===== src/rtl/tmr_vote_monitor.sv =====
// -----------------------------------------------------------------------------
// tmr_vote_monitor
// Post-voter monitor for a triple-modular-redundancy datapath. Registers the
// voted word for downstream logic and freezes it while the voter reports
// disagreement. It tracks the current run of erroneous samples and a
// saturating total, and latches a sticky fault once the run reaches
// TRIP_COUNT. Fault and counters are cleared only through a req/ack handshake.
//
// Ports:
//   i_clk         system clock, rising edge
//   i_rst         synchronous active-high reset
//   i_voted_in    voted value from the voter                      [WIDTH]
//   i_vote_error  voter disagreement flag (1 = no majority)
//   i_vote_valid  voted_in / vote_error meaningful this cycle
//   i_clear_req   level request to clear fault and counters
//   o_clear_ack   one-cycle acknowledge of i_clear_req
//   o_data_out    last good voted value                           [WIDTH]
//   o_data_valid  one-cycle pulse when o_data_out takes a good sample
//   o_hold        data frozen (SUSPECT or FAULT)
//   o_fault       sticky fault flag
//   o_err_total   saturating count of erroneous valid samples     [CNT_W]
// -----------------------------------------------------------------------------
module tmr_vote_monitor #(
   parameter int WIDTH      = 2,
   parameter int TRIP_COUNT = 4,
   parameter int CNT_W      = 8
) (
   input  logic             i_clk,
   input  logic             i_rst,
   input  logic [WIDTH-1:0] i_voted_in,
   input  logic             i_vote_error,
   input  logic             i_vote_valid,
   input  logic             i_clear_req,
   output logic             o_clear_ack,
   output logic [WIDTH-1:0] o_data_out,
   output logic             o_data_valid,
   output logic             o_hold,
   output logic             o_fault,
   output logic [CNT_W-1:0] o_err_total
);

   typedef enum logic [1:0] {
      ST_OK      = 2'd0,
      ST_SUSPECT = 2'd1,
      ST_FAULT   = 2'd2
   } state_t;

   // Run counter is 8 bits because TRIP_COUNT is limited to 1..255.
   localparam logic [7:0] TRIP = TRIP_COUNT[7:0];

   state_t           r_state;
   logic [7:0]       r_run;
   logic [CNT_W-1:0] r_err_total;
   logic [WIDTH-1:0] r_data_out;
   logic             r_data_valid;
   logic             r_hold;
   logic             r_fault;
   logic             r_clear_ack;

   logic             w_clear_take;
   logic [7:0]       w_run_next;

   // Increment that sticks at all-ones instead of wrapping.
   function automatic logic [CNT_W-1:0] sat_inc(input logic [CNT_W-1:0] v);
      if (v == {CNT_W{1'b1}}) begin
         return v;
      end else begin
         return v + CNT_W'(1);
      end
   endfunction

   // A new ack is only granted if none was issued last cycle, which forces
   // at least one low cycle between acks while the request stays high.
   assign w_clear_take = i_clear_req & ~r_clear_ack;
   assign w_run_next   = r_run + 8'd1;

   // Monitor FSM, counters and all registered outputs.
   always_ff @(posedge i_clk) begin
      if (i_rst) begin
         r_state      <= ST_OK;
         r_run        <= 8'd0;
         r_err_total  <= {CNT_W{1'b0}};
         r_data_out   <= {WIDTH{1'b0}};
         r_data_valid <= 1'b0;
         r_hold       <= 1'b0;
         r_fault      <= 1'b0;
         r_clear_ack  <= 1'b0;
      end else begin
         r_data_valid <= 1'b0;
         r_clear_ack  <= 1'b0;
         if (w_clear_take) begin
            // Clear has priority over a coincident sample, which is dropped.
            // The last good data word is deliberately retained.
            r_clear_ack <= 1'b1;
            r_state     <= ST_OK;
            r_run       <= 8'd0;
            r_err_total <= {CNT_W{1'b0}};
            r_fault     <= 1'b0;
            r_hold      <= 1'b0;
         end else if (i_vote_valid) begin
            case (r_state)
               ST_OK, ST_SUSPECT: begin
                  if (!i_vote_error) begin
                     r_data_out   <= i_voted_in;
                     r_data_valid <= 1'b1;
                     r_run        <= 8'd0;
                     r_state      <= ST_OK;
                     r_hold       <= 1'b0;
                  end else begin
                     r_run       <= w_run_next;
                     r_err_total <= sat_inc(r_err_total);
                     r_hold      <= 1'b1;
                     if (w_run_next == TRIP) begin
                        r_state <= ST_FAULT;
                        r_fault <= 1'b1;
                     end else begin
                        r_state <= ST_SUSPECT;
                     end
                  end
               end
               ST_FAULT: begin
                  // Good samples are ignored; the run counter rests at TRIP.
                  if (i_vote_error) begin
                     r_err_total <= sat_inc(r_err_total);
                  end else begin
                     r_err_total <= r_err_total;
                  end
               end
               default: begin
                  r_state <= ST_OK;
                  r_run   <= 8'd0;
               end
            endcase
         end else begin
            // Idle cycle: nothing changes, so an idle gap does not break a run.
            r_state <= r_state;
         end
      end
   end

   assign o_clear_ack  = r_clear_ack;
   assign o_data_out   = r_data_out;
   assign o_data_valid = r_data_valid;
   assign o_hold       = r_hold;
   assign o_fault      = r_fault;
   assign o_err_total  = r_err_total;

endmodule

===== config.mk =====
export PLATFORM = sky130hd
export DESIGN_NAME = tmr_vote_monitor
export DESIGN_NICKNAME = d
export VERILOG_FILES = /design/src/rtl/tmr_vote_monitor.sv
export SDC_FILE = /design/constraint.sdc
export NUM_CORES = 1
export LEC_CHECK = 0
export BUFFER_PORTS_ARGS = -buffer_cell sky130_fd_sc_hd__buf_2
export CAP_MARGIN = 20
export CORE_ASPECT_RATIO = 2
export CORE_MARGIN = 4
export CORE_UTILIZATION = 30
export CTS_BUF_LIST = sky130_fd_sc_hd__clkbuf_8
export CTS_CLUSTER_SIZE = 10
export DETAILED_ROUTE_END_ITERATION = 6
export PLACE_DENSITY = 0.47
export SLEW_MARGIN = 20
export SYNTH_ARGS = -nofsm -noshare
export SYNTH_HDL_FRONTEND = slang
export SYNTH_SLANG_ARGS = --single-unit

===== constraint.sdc =====
create_clock -name i_clk -period 1.7 [get_ports i_clk]
set_input_delay 0.17 -clock i_clk [delete_from_list [all_inputs] [get_ports i_clk]]
set_output_delay 0.17 -clock i_clk [all_outputs]
set_load 0.02 [all_outputs]

==> results of run 1 <==
synth_stat cells:
| library cell | instances |
|---|---|
| or3_1 | 3 |
| or3b_2 | 1 |
| ha_1 | 3 |
| a221oi_1 | 1 |
| nand3_1 | 5 |
| or2_2 | 1 |
| xor2_1 | 1 |
| a21oi_1 | 13 |
| o21ai_0 | 9 |
| o31ai_1 | 2 |
| a31oi_1 | 1 |
| and3b_1 | 1 |
| or4_1 | 3 |
| nand4b_1 | 1 |
| a21o_1 | 1 |
| inv_1 | 5 |
| a211oi_1 | 2 |
| nand3b_1 | 2 |
| nor2b_1 | 2 |
| a311oi_1 | 2 |
| nor3_1 | 3 |
| dfxtp_1 | 24 |
| nand2_1 | 6 |
| nand4_1 | 6 |
| o21a_1 | 1 |
| nor2_1 | 14 |
| and2_1 | 1 |
| mux2i_1 | 2 |
| o32a_1 | 1 |
| a211o_1 | 1 |
| and3_4 | 1 |
| nor4b_1 | 1 |
| nand2b_1 | 1 |
| a22oi_1 | 1 |
| buf_2 | 2 |
| clkbuf_1 | 1 |
| o311ai_0 | 3 |
| and4_1 | 1 |
| and3_1 | 1 |
| o41ai_1 | 3 |
registers in the layout (all words and copies together) (netlist names):
name / cells
r_run: 8
o_data_out: 2
o_hold: 1
o_fault: 1
o_err_total: 8
o_data_valid: 1
o_clear_ack: 1
r_state: 2
worst reg2reg max path, stage by stage, from the launching register on:
cell      delay (ns)
dfxtp_1         0.45
ha_1            0.27
nand3_1         0.16
nor2_1          0.16
a31oi_1         0.10
a311oi_1        0.27
per-stage QoR:
step	cells	setup WS, ns
6_report	205	0.2069
5_1_grt	205	0.04044
4_1_cts	205	0.2137
3_5_place_dp	201	0.2473
3_3_place_gp	201	0.2703
2_1_floorplan	133	0.2635
cell type report:
cell class	instances	area, µm²	area share
Multi-Input combinational cell	101	634.4	0.4592
Sequential cell	24	480.5	0.3478
Timing Repair Buffer	22	115.1	0.08333
Tap cell	49	61.31	0.04438
Clock buffer	3	41.29	0.02989
Clock inverter	1	30.03	0.02174
Inverter	5	18.77	0.01359
cells by family after synthesis:
| logic type | after synthesis | synth area share |
|---|---|---|
| and+or+nand+nor | 54 | 0.2628 |
| AOI/OAI and AO/OA | 41 | 0.2323 |
| DFF | 24 | 0.4188 |
| buffers and inverters | 8 | 0.02835 |
| adders and majority gates | 3 | 0.03272 |
| muxes | 2 | 0.01745 |
| xor gates and xnor gates | 1 | 0.007635 |
power by group:
group	internal (µW)	leakage [µW]	switching (µW)
Sequential	570	0.000194	6.52
Clock	315	0.0000357	182
Combinational	28.1	0.000294	51.1
Total	913	0.000524	239
final timing paths:
kind / slack (ns) / cells past startpoint / to
worst min-delay path: 0.12 / 2 / o_clear_ack
worst max-delay path: 0.21 / 5 / r_run[6]
worst min register to register: 0.45 / 2 / o_fault
worst max register to register: 0.21 / 5 / r_run[6]
metal layers:
layer / track usage / share of wire
met2: 0.2415 / 0.56
met3: 0.01721 / 0.030
met5: 0 / 0
met1: 0.1221 / 0.38
met4: 0.07002 / 0.030
==> results.yml, run 1 <==
floorplanning:
  dieArea_um2: 4938
  fp-row-count: 31
  fp.dieH_um: 95.46
  io_pins: 21
  die_w_um: 51.73
  fp.coreArea_um2: 3646
  initial_core_util: 0.3147
place:
  gp_congestion: 0.8052
  portBuffers: 20
  dpl.hpwl_mm: 2.279
  placed_area_um2: 1310
flow_run:
  max-cap-violations: 0
layout:
  num_antenna_cells: 0
  layout_common_cells: "dfxtp_1, buf_2, nor2_1"
  final_common_cell: "dfxtp_1"
  syn2layout_area_growth_pct: 20.39
  drive_gt1_frac: 0.1859
  fillCellCount: 404
  utilization: 0.3789
  final_nets: 167
  fin_area_um2: 1381
worst_setup_path:
  critPathTopFamily: "flip-flops"
  cp_max_fo: 7
  max_stage_delay_ns: 0.45
  worstReg2RegStart: "r_run[0]"
  end_kind: "register"
  cp_num_buf_inv: 0
  critPathSlowestCell: "dfxtp_1"
  start_kind: "register"
  cp_cell_sequence: "ha_1 > nand3_1 > nor2_1 > a31oi_1 > a311oi_1"
  worstPathArrival_ns: 1.67
  critPathLaunch: "r_run[0]"
  critPathKind: "register to register"
  worst_ep_required_time_ns: 1.88
global_routing:
  grt-ovfl-total: 0
  track_usage: 0.1256
  grt_max_degree: 15
  antenna_found_initial: 0
  first_global_vias: 1065
  grt_pass1_wl_mm: 4.726
drt:
  antenna_left: 0
  viasPerCell: 5.361
  vias: 1099
  dr.pass1.iters: 4
  drc_errors: 0
  first_iter_violations: 20
  routedWlPerCell_um: 14.26
  wl_mm: 2.923
timing:
  finalSetupViolCount: 0
  relSlewSlack: 0.7191
  drv_slew: 0
  period_share: 0.8783
  fmax_mhz: 669.8
  worst_slew_pin_slew_ns: 0.4197
  rsz0062_at_grt: "no"
  skew_ns: 0.01002
  hold_violations: 0
  period_needed_ns: 1.493
  setup_tns_ns: 0
  hold_ws_ns: 0.1164
clocking:
  postCtsSetupBuffers: 0
  worstSkewPairLatency_ns: 0.27
  hold_buffers: 0
  cts_resized: 0
  clock_path_buffers: 2
  h-tree-depth: 1
  cts_tree: "done"
  cts_sinks: 24
  clk_pin_slew_ns: 0.09
  cts_root_buffer: "clkbuf_8"
  cts-buffers-inserted: 3
yosys:
  syn_area_um2: 1147
  ys_ff_latch: 24
  seq_area_frac_synth: 0.4188
  yosysTopAreaCellShare: 0.4188
  synth_cells: 133
  synth.avg_cell_area_um2: 8.627
  synth.distinct_cells: 40
  yosysWarnings: 0
  yosysTopAreaCell: "dfxtp_1"
  synth_fp_nets: 143
  synth_area_leaders: "dfxtp_1, a21oi_1, nor2_1"
pwr:
  p_leak_uw: 0.0005240
  ir_worst_vdd_uv: 667.3
  total_power_uw: 1152
  p_per_area_nw_per_um2: 834.1
run_status:
  status: "complete, no violations"
worst_hold_path:
  hp-start: "i_rst"
  hp-class: "primary input to register"
No activity file was read; power rests on OpenSTA's default activity.
==> run 2, diff against run 1 <==
ABC_AREA = 1   (was unset)
==> run 2 against run 1 <==
Against the previous run: global-route usage shrank 0.37 points; sequential share of layout area is 0.95 points lower; non-clock buffer count shrank 1; critical path depth grew 3; wire length shrank 2.1%; sequential power about the same; maximum frequency is 1.2% higher; worst setup slack better by 0.018 ns; register-to-register slack improved by 0.02 ns.
==> results.yml, run 2 <==
clocking:
  cts_root_buffer: "clkbuf_8"
  postCtsSetupBuffers: 0
  cts-buffers-inserted: 3
  clk_pin_slew_ns: 0.08
  cts_tree: "done"
  cts_resized: 0
  h-tree-depth: 1
  clock_path_buffers: 2
  hold_buffers: 0
  cts_sinks: 24
  worstSkewPairLatency_ns: 0.26
drt:
  first_iter_violations: 16
  viasPerCell: 4.587
  vias: 1133
  dr.pass1.iters: 4
  wl_mm: 2.861
  antenna_left: 0
  routedWlPerCell_um: 11.58
  drc_errors: 0
place:
  dpl.hpwl_mm: 2.283
  gp_congestion: 0.8645
  placed_area_um2: 1379
  dpl.cell_count: 244
  portBuffers: 20
worst_setup_path:
  critPathKind: "register to register"
  path_common_cell: "nand2_1"
  worstPathArrival_ns: 1.60
  start_kind: "register"
  cp_cell_sequence: "ha_1 > nand3_1 > o21ai_2 > nand2_2 > nor2_2 > nand2_1 > nand2_1 > a21oi_1"
  worst_ep_required_time_ns: 1.83
  cp_max_fo: 6
  critPathSlowestCell: "dfxtp_1"
  end_kind: "register"
  max_stage_delay_ns: 0.42
yosys:
  synth_area_leaders: "dfxtp_1, nand2_1, a21oi_1"
  synth_fp_nets: 184
  yosysWarnings: 0
  synth_ff_type: "dfxtp_1"
  synth.distinct_cells: 24
  ys_async_sr_fraction: 0
  synth_common_cells: "nand2_1, dfxtp_1, a21oi_1"
  yosysTopAreaCell: "dfxtp_1"
  syn_area_um2: 1230
  yosysMostFrequentCell: "nand2_1"
  synth_cells: 174
  synth.avg_cell_area_um2: 7.069
  ys_ff_latch: 24
  seq_area_frac_synth: 0.3906
  yosysTopAreaCellShare: 0.3906
  synth_edf_count: 0
timing:
  period_needed_ns: 1.475
  period_share: 0.8677
  drv_slew: 0
  rsz0062_at_grt: "no"
  hold_violations: 0
  setup_tns_ns: 0
  worst_slew_pin_slew_ns: 0.4560
  hold_ws_ns: 0.1436
  finalSetupViolCount: 0
  skew_ns: 0.001244
  relSlewSlack: 0.6957
  fmax_mhz: 677.9
layout:
  layout_common_cells: "nand2_1, dfxtp_1, a21oi_1"
  multi_input_area_um2: 646.9
  drive_gt1_frac: 0.2245
  final_common_cell: "nand2_1"
  regArea_um2: 480.5
  fin_cells: 247
  num_antenna_cells: 0
  fin_area_um2: 1420
  fillCellCount: 450
  final_nets: 208
  syn2layout_area_growth_pct: 15.46
pwr:
  p_comb_frac: 0.085
  switching_power_uw: 230.1
  p_leak_uw: 0.0005477
  ir_worst_vdd_uv: 399.6
  power_frac_clock: 0.328
  swShare: 0.2340
  pwr-share-seq: 0.587
  p_int_uw: 753.4
  p_per_area_nw_per_um2: 692.6
  total_power_uw: 983.5
floorplanning:
  fp-row-count: 32
  dieArea_um2: 5250
  die_w_um: 53.28
  initial_core_util: 0.3135
  fp.coreArea_um2: 3924
  fp.dieH_um: 98.55
  io_pins: 21
global_routing:
  grt-ovfl-total: 0
  first_global_vias: 1127
  antenna_found_initial: 0
  grt_pass1_wl_mm: 4.905
  track_usage: 0.1219
  grt_max_degree: 15
flow_run:
  max-cap-violations: 0
run_status:
  status: "complete, no violations"
worst_hold_path:
  hp-class: "primary input to register"
[run 2: changes by cell type after synthesis, sizes merged, moves of 4 or more]
cell	delta
a21oi	+10
inv	+15
nand2	+56
nand3	+4
nand4	-4
o21ai	-4
[run 2: final timing paths]
path,startpoint,to,slack [ns],cells past startpoint
setup / recovery,r_run[0],r_state[0],0.22,8
hold / removal,i_clear_req,o_clear_ack,0.14,3
setup reg to reg,r_run[0],r_state[0],0.22,8
hold reg to reg,o_data_out[0],o_data_out[0],0.48,2
[run 2: final cells by class]
cell class | count | share of cell area
Multi-Input combinational cell | 127 | 0.4555
Sequential cell | 24 | 0.3383
Timing Repair Buffer | 21 | 0.07577
Inverter | 21 | 0.05639
Tap cell | 51 | 0.04493
Clock buffer | 3 | 0.02907
[run 2: logic make-up (layout without fill, tap and decap cells)]
kind of cell / Yosys count / after routing / synth area share
and+or+nand+nor: 92 / 92 / 0.3438
AOI/OAI and AO/OA: 28 / 28 / 0.1231
DFF: 24 / 24 / 0.3906
buffers and inverters: 23 / 45 / 0.08341
xor gates and xnor gates: 4 / 4 / 0.02849
adders and majority gates: 3 / 3 / 0.03052
[run 2: layer usage]
metal,global-route usage,part of all wire,vias to the layer above
li1,-,-,595
met1,0.1345,0.37,507
met2,0.2119,0.55,23
met3,0.01815,0.046,8
met4,0.06496,0.031,0
met5,0,0,-
[run 2: critical path: cells and delay by family (launching register included)]
| family | cells | cell delay [ns] |
|---|---|---|
| compound gates | 2 | 0.23 |
| fa+ha+maj | 1 | 0.22 |
| flops | 1 | 0.42 |
| simple gates | 5 | 0.48 |
[run 2: power groups by stage]
stage	logic, µW	registers, µW	clock network [µW]
floorplan	48.5	600	0
global placement	83.7	591	0
detailed placement	85.3	591	0
CTS	85.5	578	349
global route	94.9	579	369
finish	83.8	577	322
[run 2: stage by stage]
stage	util	setup slack (ns)
global route	0.3619	0.03581
CTS	0.3619	0.1931
detailed placement	0.3514	0.2244
global placement	0.3514	0.2535
finish	0.3619	0.2249
floorplan	-	0.1923
==> run 3, diff against run 2 <==
ABC_AREA = unset   (was 1)
CORE_UTILIZATION = 36   (was 30)
PLACE_DENSITY = 0.55   (was 0.47)
==> run 3 against run 2 <==
Against the previous run: sequential cell count is the same; wire length shrank 1.9%; worst hold slack lost 0.022 ns; first-iteration DRC count grew to 2.9 times the previous value; final area shrank 4.4%; clock power grew 52%; combinational power shrank 4.5%; critical path depth shrank 3; largest power group unchanged.
==> results.yml, run 3 (same netlist as run 1, synthesis figures left out) <==
place:
  portBuffers: 20
  preCtsSetupSlack_ns: 0.2470
  dpl.hpwl_mm: 2.169
  gp_congestion: 0.8776
pwr:
  p_per_area_nw_per_um2: 844.2
  ir_worst_vdd_uv: 462.0
  p_leak_uw: 0.0005249
  total_power_uw: 1146
timing:
  fin_ws_ns: 0.2206
  rsz0062_at_grt: "no"
  skew_ns: 0.004447
  drv_slew: 0
  period_share: 0.8703
  setup_tns_ns: 0
  period_needed_ns: 1.479
  worst_slew_pin_slew_ns: 0.4030
  finalSetupViolCount: 0
  hold_ws_ns: 0.1217
  hold_violations: 0
  fmax_mhz: 675.9
  relSlewSlack: 0.7303
worst_setup_path:
  start_kind: "register"
  worstReg2RegStart: "o_err_total[0]"
  timing.rr.end: "o_err_total[3]"
  worst_ep_required_time_ns: 1.90
  worstPathArrival_ns: 1.68
  worst-r2r-cell-count: 5
  critPathLaunch: "o_err_total[0]"
  cp-endpoint: "o_err_total[3]"
  rrSetupSlack_ns: 0.22
  critPathKind: "register to register"
  cp_max_fo: 8
  end_kind: "register"
clocking:
  hold_buffers: 0
  cts_tree: "done"
  cts_resized: 0
  clk_pin_slew_ns: 0.08
  clock_path_buffers: 2
  worstSkewPairLatency_ns: 0.26
  cts_sinks: 24
  h-tree-depth: 1
  cts_root_buffer: "clkbuf_8"
  cts-buffers-inserted: 3
  postCtsSetupBuffers: 0
layout:
  num_antenna_cells: 0
  syn2layout_area_growth_pct: 18.32
  utilization: 0.4506
  final_nets: 167
  final_common_cell: "dfxtp_1"
  drive_gt1_frac: 0.1859
  layout_common_cells: "dfxtp_1, buf_2, nor2_1"
drt:
  dr.pass1.iters: 4
  viasPerCell: 6.091
  routedWlPerCell_um: 15.10
  wl_mm: 2.808
  antenna_left: 0
  drc_errors: 0
  first_iter_violations: 46
  vias: 1133
floorplanning:
  initial_core_util: 0.3808
  dieArea_um2: 4209
  fp-row-count: 28
  fp.dieH_um: 87.84
  io_pins: 21
  die_w_um: 47.92
  fp.coreArea_um2: 3013
flow_run:
  max-cap-violations: 0
global_routing:
  track_usage: 0.1440
  antenna_found_initial: 0
  grt_max_degree: 16
  grt-ovfl-total: 0
  grt_pass1_wl_mm: 4.464
  first_global_vias: 1038
run_status:
  status: "complete, no violations"
worst_hold_path:
  hp-class: "primary input to register"
==> run 3: cell types whose count changed in the layout (fill, tap and decap cells not counted), sizes merged, moves of 4 or more <==
cell	delta
a21oi	-10
inv	-15
nand2	-56
o21ai	+4
nand3	-4
nand4	+4
==> run 3: how the worst min path moves through the flow <==
stage	from	to	slack, ns	cells after the start
2_1_floorplan	i_rst	o_clear_ack	0.24	1
3_3_place_gp	i_rst	o_clear_ack	0.40	2
3_5_place_dp	i_rst	o_clear_ack	0.40	2
4_1_cts	i_rst	o_clear_ack	0.11	2
5_1_grt	i_rst	o_clear_ack	0.12	2
6_report	i_rst	o_clear_ack	0.12	2
==> run 3: final cells by class <==
type | count | area [µm²]
fill | 307 | 1655
multi-input combinational | 101 | 634.4
sequential | 24 | 480.5
timing repair buffer | 22 | 115.1
clock buffer | 3 | 41.29
tap | 30 | 37.54
clock inverter | 1 | 30.03
inverter | 5 | 18.77
==> run 3: worst max-delay path: stages, from the launching register on <==
cell,delay [ns]
dfxtp_1,0.34
ha_1,0.25
nand3_1,0.09
nor2_1,0.10
or4_1,0.48
a21oi_1,0.15
==> run 3: metal layers <==
| layer | track usage | wire (µm) |
|---|---|---|
| met5 | 0 | 0 |
| met1 | 0.1330 | 1008 |
| met4 | 0.08578 | 85 |
| met2 | 0.2714 | 1630 |
| met3 | 0.01440 | 83 |
==> run 3: per-stage QoR <==
stage	std cells	instance area (µm²)
2_1_floorplan	133	1147
3_3_place_gp	182	1286
3_5_place_dp	182	1286
4_1_cts	186	1358
5_1_grt	186	1358
6_report	186	1358
==> run 3: power by group <==
part / internal [µW] / leakage (µW) / switching [µW] / total, µW
sequential: 570 / 0.000194 / 5.88 / 576
clock: 315 / 0.0000357 / 175 / 490
combinational: 28.0 / 0.000295 / 52.0 / 80.0
total: 913 / 0.000525 / 233 / 1150
